==> config.mk <==
export PLATFORM = sky130hd
export DESIGN_NAME = uart_rx_bank
export DESIGN_NICKNAME = d
export VERILOG_FILES = /design/src/rtl/uart_rx_bank.sv
export SDC_FILE = /design/constraint.sdc
export NUM_CORES = 1
export LEC_CHECK = 0
export CAP_MARGIN = 40
export CORE_ASPECT_RATIO = 1.75
export CORE_MARGIN = 5
export CORE_UTILIZATION = 50
export DETAILED_ROUTE_END_ITERATION = 6
export PLACE_DENSITY = 0.76
export REMOVE_ABC_BUFFERS = 1
export SLEW_MARGIN = 5
export SYNTH_ARGS = -nofsm -noshare
export SYNTH_HDL_FRONTEND = slang
export SYNTH_SLANG_ARGS = --single-unit
==> constraint.sdc <==
create_clock -name CLK -period 2.8 [get_ports CLK]
set_clock_uncertainty 0.05 [all_clocks]
set_input_delay 0.7 -clock CLK [delete_from_list [all_inputs] [get_ports CLK]]
set_output_delay 0.7 -clock CLK [all_outputs]
set_load 0.01 [all_outputs]
==> src/rtl/uart_rx_bank.sv <==
// uart_rx_bank: 8N1 UART receiver feeding a 2**FIFO_AW-deep receive FIFO, read and popped over the MCS IO bank.
// Build with UART_RX_PARITY_EN defined for 8E1 frames with even-parity checking (STATUS[4] = PERR).
module uart_rx_bank #(
  parameter int CLK_HZ  = 50000000,
  parameter int BAUD    = 115200,
  parameter int FIFO_AW = 4
) (
  input  logic        CLK,
  input  logic        RST,
  input  logic        RXD,
  input  logic [31:0] IO_Address,
  input  logic [31:0] IO_Write_Data,
  input  logic        WR,
  output logic [31:0] RDATA,
  output logic        RX_IRQ
);
  localparam int DIV   = (CLK_HZ + BAUD / 2) / BAUD;
  localparam int DEPTH = 1 << FIFO_AW;
  localparam int BW    = $clog2(DIV + 1);
  localparam logic [BW-1:0]    FULL_BIT = BW'(DIV - 1);
  localparam logic [BW-1:0]    HALF_BIT = BW'(DIV / 2 - 1);
  localparam logic [FIFO_AW:0] DEPTH_C  = (FIFO_AW + 1)'(DEPTH);

`ifdef UART_RX_PARITY_EN
  typedef enum logic [2:0] {S_IDLE, S_START, S_DATA, S_PARITY, S_STOP} state_t;
`else
  typedef enum logic [2:0] {S_IDLE, S_START, S_DATA, S_STOP} state_t;
`endif

  logic               rx_meta_q, rxs_q;
  state_t             state_q, state_d;
  logic [BW-1:0]      bcnt_q, bcnt_d;
  logic [2:0]         bidx_q, bidx_d;
  logic [7:0]         shift_q, shift_d;
  logic               push_req, ferr_set;
  logic [7:0]         mem_q [DEPTH];
  logic [FIFO_AW-1:0] wr_ptr_q, wr_ptr_d, rd_ptr_q, rd_ptr_d;
  logic [FIFO_AW:0]   count_q, count_d;
  logic               ovr_q, ovr_d, ferr_q, ferr_d, irq_q, irq_d;
  logic               perr;
  logic [1:0]         reg_sel;
  logic               pop_req, clr_req, full, empty, pop_ok, push_ok, ovr_set;
  logic [7:0]         head;
  logic               unused_ok;
`ifdef UART_RX_PARITY_EN
  logic               par_q, par_d, perr_q, perr_d, perr_set;
`endif

  always_comb begin
    state_d  = state_q;
    bcnt_d   = bcnt_q;
    bidx_d   = bidx_q;
    shift_d  = shift_q;
    push_req = 1'b0;
    ferr_set = 1'b0;
`ifdef UART_RX_PARITY_EN
    par_d    = par_q;
    perr_set = 1'b0;
`endif
    case (state_q)
      S_IDLE: begin
        if (!rxs_q) begin
          bcnt_d  = HALF_BIT;
          state_d = S_START;
        end
      end
      S_START: begin
        if (bcnt_q != '0) begin
          bcnt_d = bcnt_q - BW'(1);
        end else if (!rxs_q) begin
          state_d = S_DATA;
          bcnt_d  = FULL_BIT;
          bidx_d  = '0;
        end else begin
          state_d = S_IDLE;
        end
      end
      S_DATA: begin
        if (bcnt_q != '0) begin
          bcnt_d = bcnt_q - BW'(1);
        end else begin
          shift_d[bidx_q] = rxs_q;
          bcnt_d = FULL_BIT;
          bidx_d = bidx_q + 3'd1;
          if (bidx_q == 3'd7) begin
`ifdef UART_RX_PARITY_EN
            state_d = S_PARITY;
`else
            state_d = S_STOP;
`endif
          end
        end
      end
`ifdef UART_RX_PARITY_EN
      S_PARITY: begin
        if (bcnt_q != '0) begin
          bcnt_d = bcnt_q - BW'(1);
        end else begin
          par_d   = rxs_q;
          bcnt_d  = FULL_BIT;
          state_d = S_STOP;
        end
      end
`endif
      S_STOP: begin
        if (bcnt_q != '0) begin
          bcnt_d = bcnt_q - BW'(1);
        end else begin
          // Back to IDLE immediately so a start bit right after the stop sample is caught.
          state_d  = S_IDLE;
          ferr_set = !rxs_q;
`ifdef UART_RX_PARITY_EN
          perr_set = ^{shift_q, par_q};
          push_req = rxs_q && !perr_set;
`else
          push_req = rxs_q;
`endif
        end
      end
      default: state_d = S_IDLE;
    endcase
  end

  assign reg_sel = IO_Address[3:2];
  assign pop_req = WR && (reg_sel == 2'd0);
  assign clr_req = WR && (reg_sel == 2'd1);
  assign empty   = (count_q == '0);
  assign full    = (count_q == DEPTH_C);
  assign pop_ok  = pop_req && !empty;
  // A pop landing with the push frees the slot, so a full FIFO still accepts the byte.
  assign push_ok = push_req && (!full || pop_ok);
  assign ovr_set = push_req && full && !pop_ok;
  assign head    = empty ? 8'h00 : mem_q[rd_ptr_q];

  always_comb begin
    wr_ptr_d = wr_ptr_q + FIFO_AW'(push_ok);
    rd_ptr_d = rd_ptr_q + FIFO_AW'(pop_ok);
    count_d  = count_q + (FIFO_AW + 1)'(push_ok) - (FIFO_AW + 1)'(pop_ok);
    ovr_d    = (ovr_q && !(clr_req && IO_Write_Data[0])) || ovr_set;
    ferr_d   = (ferr_q && !(clr_req && IO_Write_Data[1])) || ferr_set;
    irq_d    = !empty;
  end

  always_ff @(posedge CLK) begin
    if (RST) begin
      rx_meta_q <= 1'b1;
      rxs_q     <= 1'b1;
      state_q   <= S_IDLE;
      bcnt_q    <= '0;
      bidx_q    <= '0;
      shift_q   <= '0;
      wr_ptr_q  <= '0;
      rd_ptr_q  <= '0;
      count_q   <= '0;
      ovr_q     <= 1'b0;
      ferr_q    <= 1'b0;
      irq_q     <= 1'b0;
    end else begin
      rx_meta_q <= RXD;
      rxs_q     <= rx_meta_q;
      state_q   <= state_d;
      bcnt_q    <= bcnt_d;
      bidx_q    <= bidx_d;
      shift_q   <= shift_d;
      wr_ptr_q  <= wr_ptr_d;
      rd_ptr_q  <= rd_ptr_d;
      count_q   <= count_d;
      ovr_q     <= ovr_d;
      ferr_q    <= ferr_d;
      irq_q     <= irq_d;
    end
  end

  always_ff @(posedge CLK) begin
    if (push_ok) mem_q[wr_ptr_q] <= shift_q;
  end

`ifdef UART_RX_PARITY_EN
  always_comb perr_d = (perr_q && !(clr_req && IO_Write_Data[4])) || perr_set;

  always_ff @(posedge CLK) begin
    if (RST) begin
      par_q  <= 1'b0;
      perr_q <= 1'b0;
    end else begin
      par_q  <= par_d;
      perr_q <= perr_d;
    end
  end

  assign perr = perr_q;
`else
  assign perr = 1'b0;
`endif

  always_comb begin
    RDATA = '0;
    case (reg_sel)
      2'd0: RDATA = {23'b0, !empty, head};
      2'd1: begin
        RDATA[0]           = ovr_q;
        RDATA[1]           = ferr_q;
        RDATA[2]           = empty;
        RDATA[3]           = full;
        RDATA[4]           = perr;
        RDATA[8+FIFO_AW:8] = count_q;
      end
      2'd2:    RDATA = 32'(DIV);
      default: RDATA = '0;
    endcase
  end

  assign RX_IRQ    = irq_q;
  assign unused_ok = ^{IO_Address[31:4], IO_Address[1:0], IO_Write_Data[31:2]};
endmodule

# After elaboration in Yosys (flattened, before gate mapping)
# Memory sizes are Yosys's and may differ from the RTL's. A register that Yosys moved wholly into a read port is not among the register bits.
# Cells that the tools add are included.
dict set report totals {
  n_memories 1
  reg_bits 41
  output_inout_bits 33
  input_bits 68
  ram_bits 128
  wordCells 98
}
dict set report op_classes {
  n_lt_le_gt_ge 2
  eq_ne 15
  n_reduce_logical 30
  n_addsub 6
  muxes 31
  bitwise 1
}
# memory words width rd rd_ports_with_merged_regs wr line_no
set mem_list {}
lappend mem_list {mem_q 16 8 1 1 1 36} ;# logic [7:0] mem_q [DEPTH];
# operator n
set ops {}
lappend ops {{9-bit 2-to-1 mux} 5}
lappend ops {{9-bit one-hot mux with 4 select lines} 1}
lappend ops {{5-bit one-hot mux with 3 select lines} 2}
lappend ops {{3-bit 2-to-1 mux} 8}
lappend ops {{2-bit != test, second input constant} 7}
lappend ops {{3-bit one-hot mux with 2 select lines} 2}
lappend ops {{3-bit one-hot mux with 4 select lines} 1}
lappend ops {{1-bit logical AND} 11}
lappend ops {{9-bit nonzero test} 1}
lappend ops {{9-bit by 1-bit subtractor with 9-bit output, second input constant} 1}
lappend ops {{4-bit by 1-bit adder with 4-bit output} 2}
lappend ops {{8-bit bitwise mux} 1}
lappend ops {{8-bit 2-to-1 mux} 1}
lappend ops {{4-bit AND reduction} 2}
lappend ops {{1-bit 2-to-1 mux} 7}
lappend ops {{3-bit by 2-bit == test with 1-bit output, second input constant} 2}
lappend ops {{1-bit zero test} 6}
lappend ops {{5-bit by 1-bit adder with 5-bit output} 1}
lappend ops {{5-bit == test, second input constant} 1}
lappend ops {{5-bit zero test} 1}
lappend ops {{5-bit AND reduction} 1}
lappend ops {{5-bit by 1-bit subtractor with 5-bit output} 1}
lappend ops {{3-bit by 4-bit less-than comparator with 1-bit output, second input constant} 1}
lappend ops {{4-bit 2-to-1 mux} 1}
lappend ops {{other kinds (16)} 18}

# Depth between registers and ports, before layout
dict set report depth {
  ltp_word 7
  depth_mapped 15
  mapped_depth_nobuf 14
}

# Least setup slack after synthesis
# OpenSTA, ideal clock, no wires.
dict set report synth_timing {
  path_type {input -> register}
  start {input port WR}
  end {register count_q[4]}
  n_path_buf 1
  required_ns 2.619
  t_arrival_ns 2.822
  path_stages 13
  setup_slack_ns -0.203
  setup_ns 0.131
  cell_sequence {inv_1 > o41ai_1 > nand2_1 > buf_2 > ha_1 > inv_1 > ha_1 > inv_1 > fa_1 > nor2b_1 > o21bai_1 > a21oi_1 > nor3b_1}
}
dict set report synth_between {
  elab_chain_cells 6
}
# element line_no
set synth_rtl {}
lappend synth_rtl {{start, declared} 13} ;# input logic WR,
lappend synth_rtl {{1-bit logical AND (*)} 125} ;# assign pop_req = WR && (reg_sel == 2'd0);
lappend synth_rtl {{1-bit logical AND (*)} 129} ;# assign pop_ok = pop_req && !empty;
lappend synth_rtl {{1-bit logical OR} 131} ;# assign push_ok = push_req && (!full || pop_ok);
lappend synth_rtl {{1-bit logical AND} 131}
lappend synth_rtl {{5-bit by 1-bit adder with 5-bit output} 138} ;# count_d = count_q + (FIFO_AW + 1)'(push_ok) - (FIFO_AW + 1)'(pop_ok);
lappend synth_rtl {{5-bit by 1-bit subtractor with 5-bit output (*)} 138}
lappend synth_rtl {{end signal, assigned} 167} ;# count_q <= count_d;
lappend synth_rtl {{end, declared} 38} ;# logic [FIFO_AW:0] count_q, count_d;
# Mark *: on every way between the ends. The rest lies on a longest branch, timed or not.
# A chain may end at the register's enable or synchronous reset.

==> impl_metrics.ini <==
[power_and_ir_drop]
p_leak_uw = 0.003312
p_sw_uw = 2032
internal_power_uw = 4718
power_density_mw_per_mm2 = 717.2
p_sw_frac = 0.3010
comb_power_share = 0.247
vdd.ir_drop.worst_mv = 0.5899
p_seq_frac = 0.413
pwr-share-clk = 0.341

[sta]
rsz0062_at_grt = true
post-route-period-util = 1.078
setup-tns-final_ns = -1.454
drv_slew = 0
worst_slack_ns = -0.2186
fmax_ghz = 0.3313
report.final.setup_viol = 9
worst_pin_slew_ns = 0.7361
slew_headroom = 0.5086
fin_crit_ns = 3.019
finalHoldViolations = 0

[placement]
port_buffers = 21
hpwl_um = 11750
place.gp.congestion = 0.8757
place_area_mm2 = 0.008389
dp.cells = 772

[worst_setup_path]
crit_type = reg2out
slowest_delay_ns = 0.48
startpoint_type = register
r2r-start = count_q[3]
crit_chain = buf_6 -> mux4_2 -> mux2_4 -> a221oi_4 -> o21ai_1 -> buf_2
rrSetupSlack_ns = -0.02
r2r_end = count_q[4]
cpMaxStageDelayCell = mux4_2
reg2regPathDepth = 16
worstSetupEndpointType = output port
cp_top_family = multiplexers
crit_fanout = 5
crit_buf_inv = 2
critical_path_required_ns = 2.05
arrival_ns = 2.27

[synthesis]
syn_avg_cell_area_um2 = 14.55
syn_inst = 519
synthDominantCellAreaShare = 0.5090
synth_edf_count = 128
synth.cell_area_mm2 = 0.007551
synth.yosys.seq_area_share = 0.6151
ys_warn_count = 0
synth_ff_type = edfxtp_1
ys_types = 65
synth-async-reset-ratio = 0
synthTopCellsByArea = edfxtp_1 51%, dfxtp_1 11%, mux4_2 8.9%, ha_1 3.0%, buf_4 2.1%
synth_top_area_cell = edfxtp_1
synth-seq-cells = 168

[cells_and_area]
fin_nets = 713
synthToLayoutAreaGrowth_pct = 24.64
num_antenna_cells = 0
fin_area_mm2 = 0.009412
nFillCells = 1020
drive_above_1_share = 0.3443
final_cells = 822

[floorplanning]
initial_utilization = 0.5089
die_height_um = 172.6
die_x_um = 102.9
row_count = 59
die_area_mm2 = 0.01776
coreArea_mm2 = 0.01484
pin_count = 101

[routing]
routedWlPerCell_um = 21.24
postRouteAntennaNets = 0
dr.pass1.iters = 5
drt-total-wl_um = 17460
drtIter0Drc = 335
vias = 4782
vias_per_cell = 5.818
drc = 0

[clocking]
clockRootBuffer = clkbuf_16
htree_levels = 4
cts_tree = built
path_clk_slew_ns = 0.07
clock_sinks = 168
clock_latency_ns = 0.43
cts_buffer_depth = 2
cts-buffers-inserted = 17

[global_route]
antenna_found_initial = 0
first_global_vias = 5001
grt.overflow.total = 0
grt_max_degree = 20
grt_pass1_wl_um = 26990
grt_usage = 0.2044

[hold_path]
hold_depth = 1
min_to = rxs_q
min_from = rx_meta_q
hp-class = reg2reg

[job]
cap_viol_max_count = 0

[outcome]
violations = negative setup slack
status = complete, but fails checks
## worst max path at each step
stage	start	to	slack (ns)	cells after the start
final	rd_ptr_q[0]	RDATA[1]	-0.22	6
after global routing	rd_ptr_q[1]	RDATA[0]	-0.29	7
after CTS	rd_ptr_q[1]	RDATA[3]	-0.23	5
after detailed placement	WR	count_q[4]	-0.94	14
after global placement	WR	count_q[4]	-0.83	14
after floorplan	rd_ptr_q[0]	RDATA[1]	-0.52	4
## per-stage QoR
step | hold WS (ns) | total power (µW) | setup WS (ns) | utilization
3_5_place_dp | 0.3478 | 4234 | -0.9418 | 0.5654
4_1_cts | 0.3653 | 6689 | -0.2275 | 0.6249
5_1_grt | 0.3930 | 7032 | -0.2948 | 0.6343
2_1_floorplan | 0.3395 | 3690 | -0.5167 | -
6_report | 0.3614 | 6750 | -0.2186 | 0.6343
3_3_place_gp | 0.3482 | 4191 | -0.8255 | 0.5654
## layout make-up
type	count	area, µm²	area share
timing repair buffer	114	1012	0.1076
clock buffer	17	425.4	0.04520
sequential	168	4652	0.4943
clock inverter	15	175.2	0.01861
multi-input combinational	305	2840	0.3018
inverter	20	77.57	0.008242
tap	183	229.0	0.02433
## registers in the layout (all words and copies together), names as in the netlist, 2 cells and up
name,flops
bcnt_q,9
bidx_q,3
count_q,5
mem_q,128
rd_ptr_q,4
shift_q,8
state_q,2
wr_ptr_q,4
## placed cells by master (no fill, tap or decap), types with 4 or more instances in the layout
cell type	count
inv_8	6
buf_6	9
nor2_1	23
o21ai_1	4
clkbuf_16	18
clkinv_8	4
buf_4	75
a21oi_1	16
buf_2	8
edfxtp_1	128
buf_12	7
and2_1	5
dfxtp_1	36
mux4_2	33
mux2_4	6
ha_1	15
nand3_1	9
nor2b_1	11
clkdlybuf4s50_1	5
dlygate4sd2_1	5
conb_1	19
nor3_1	15
o211ai_1	5
inv_2	4
nor4_1	6
mux2i_1	12
nand2b_1	16
a31oi_1	6
nand2_1	16
o21ai_0	6
inv_1	15
## what timing repair did
| item | 4_1_cts | 5_1_grt |
|---|---|---|
| cloned | 1 | 1 |
| hold buffers | 0 | 0 |
| pin swaps | 11 | 12 |
| endpoints found under the setup margin | 49 | 19 |
| resized for setup | 97 | 25 |
| setup buffers | 13 | 5 |
## metal layers
metal	vias to the layer above	share of wire	GRT usage
met5	-	0	0
met4	0	0.035	0.09130
met3	46	0.042	0.03629
met2	158	0.58	0.3735
met1	2398	0.35	0.2222
li1	2180	-	-
## cells in the mapped netlist, drive strengths merged, types with 6 or more instances
cell type and number:
a21oi 19, inv 20, mux2i 15, buf 33, nor2b 13, edfxtp 128
dfxtp 40, nand3 9, mux4 33, nand2 19, nor3 16, nand2b 16
o21ai 12, clkbuf 11, a31oi 6, mux2 7, nor2 24, nor4 9
ha 18
## power by group through the flow
stage	logic [µW]	registers, µW	clock network [µW]
6_report	1660	2780	2300
5_1_grt	1790	2790	2450
4_1_cts	1570	2780	2340
3_5_place_dp	1410	2830	0
3_3_place_gp	1370	2830	0
2_1_floorplan	828	2860	0
## logic make-up after synthesis
logic type / Yosys count / share of synthesized area
buf+inv: 64 / 0.04656
fa+ha+maj: 19 / 0.03248
flops: 168 / 0.6151
compound gates: 70 / 0.06264
xor+xnor: 6 / 0.006961
simple gates: 136 / 0.1056
other cells: 1 / 0.0004966
mux: 55 / 0.1302
(Power assumes the default switching activity.)
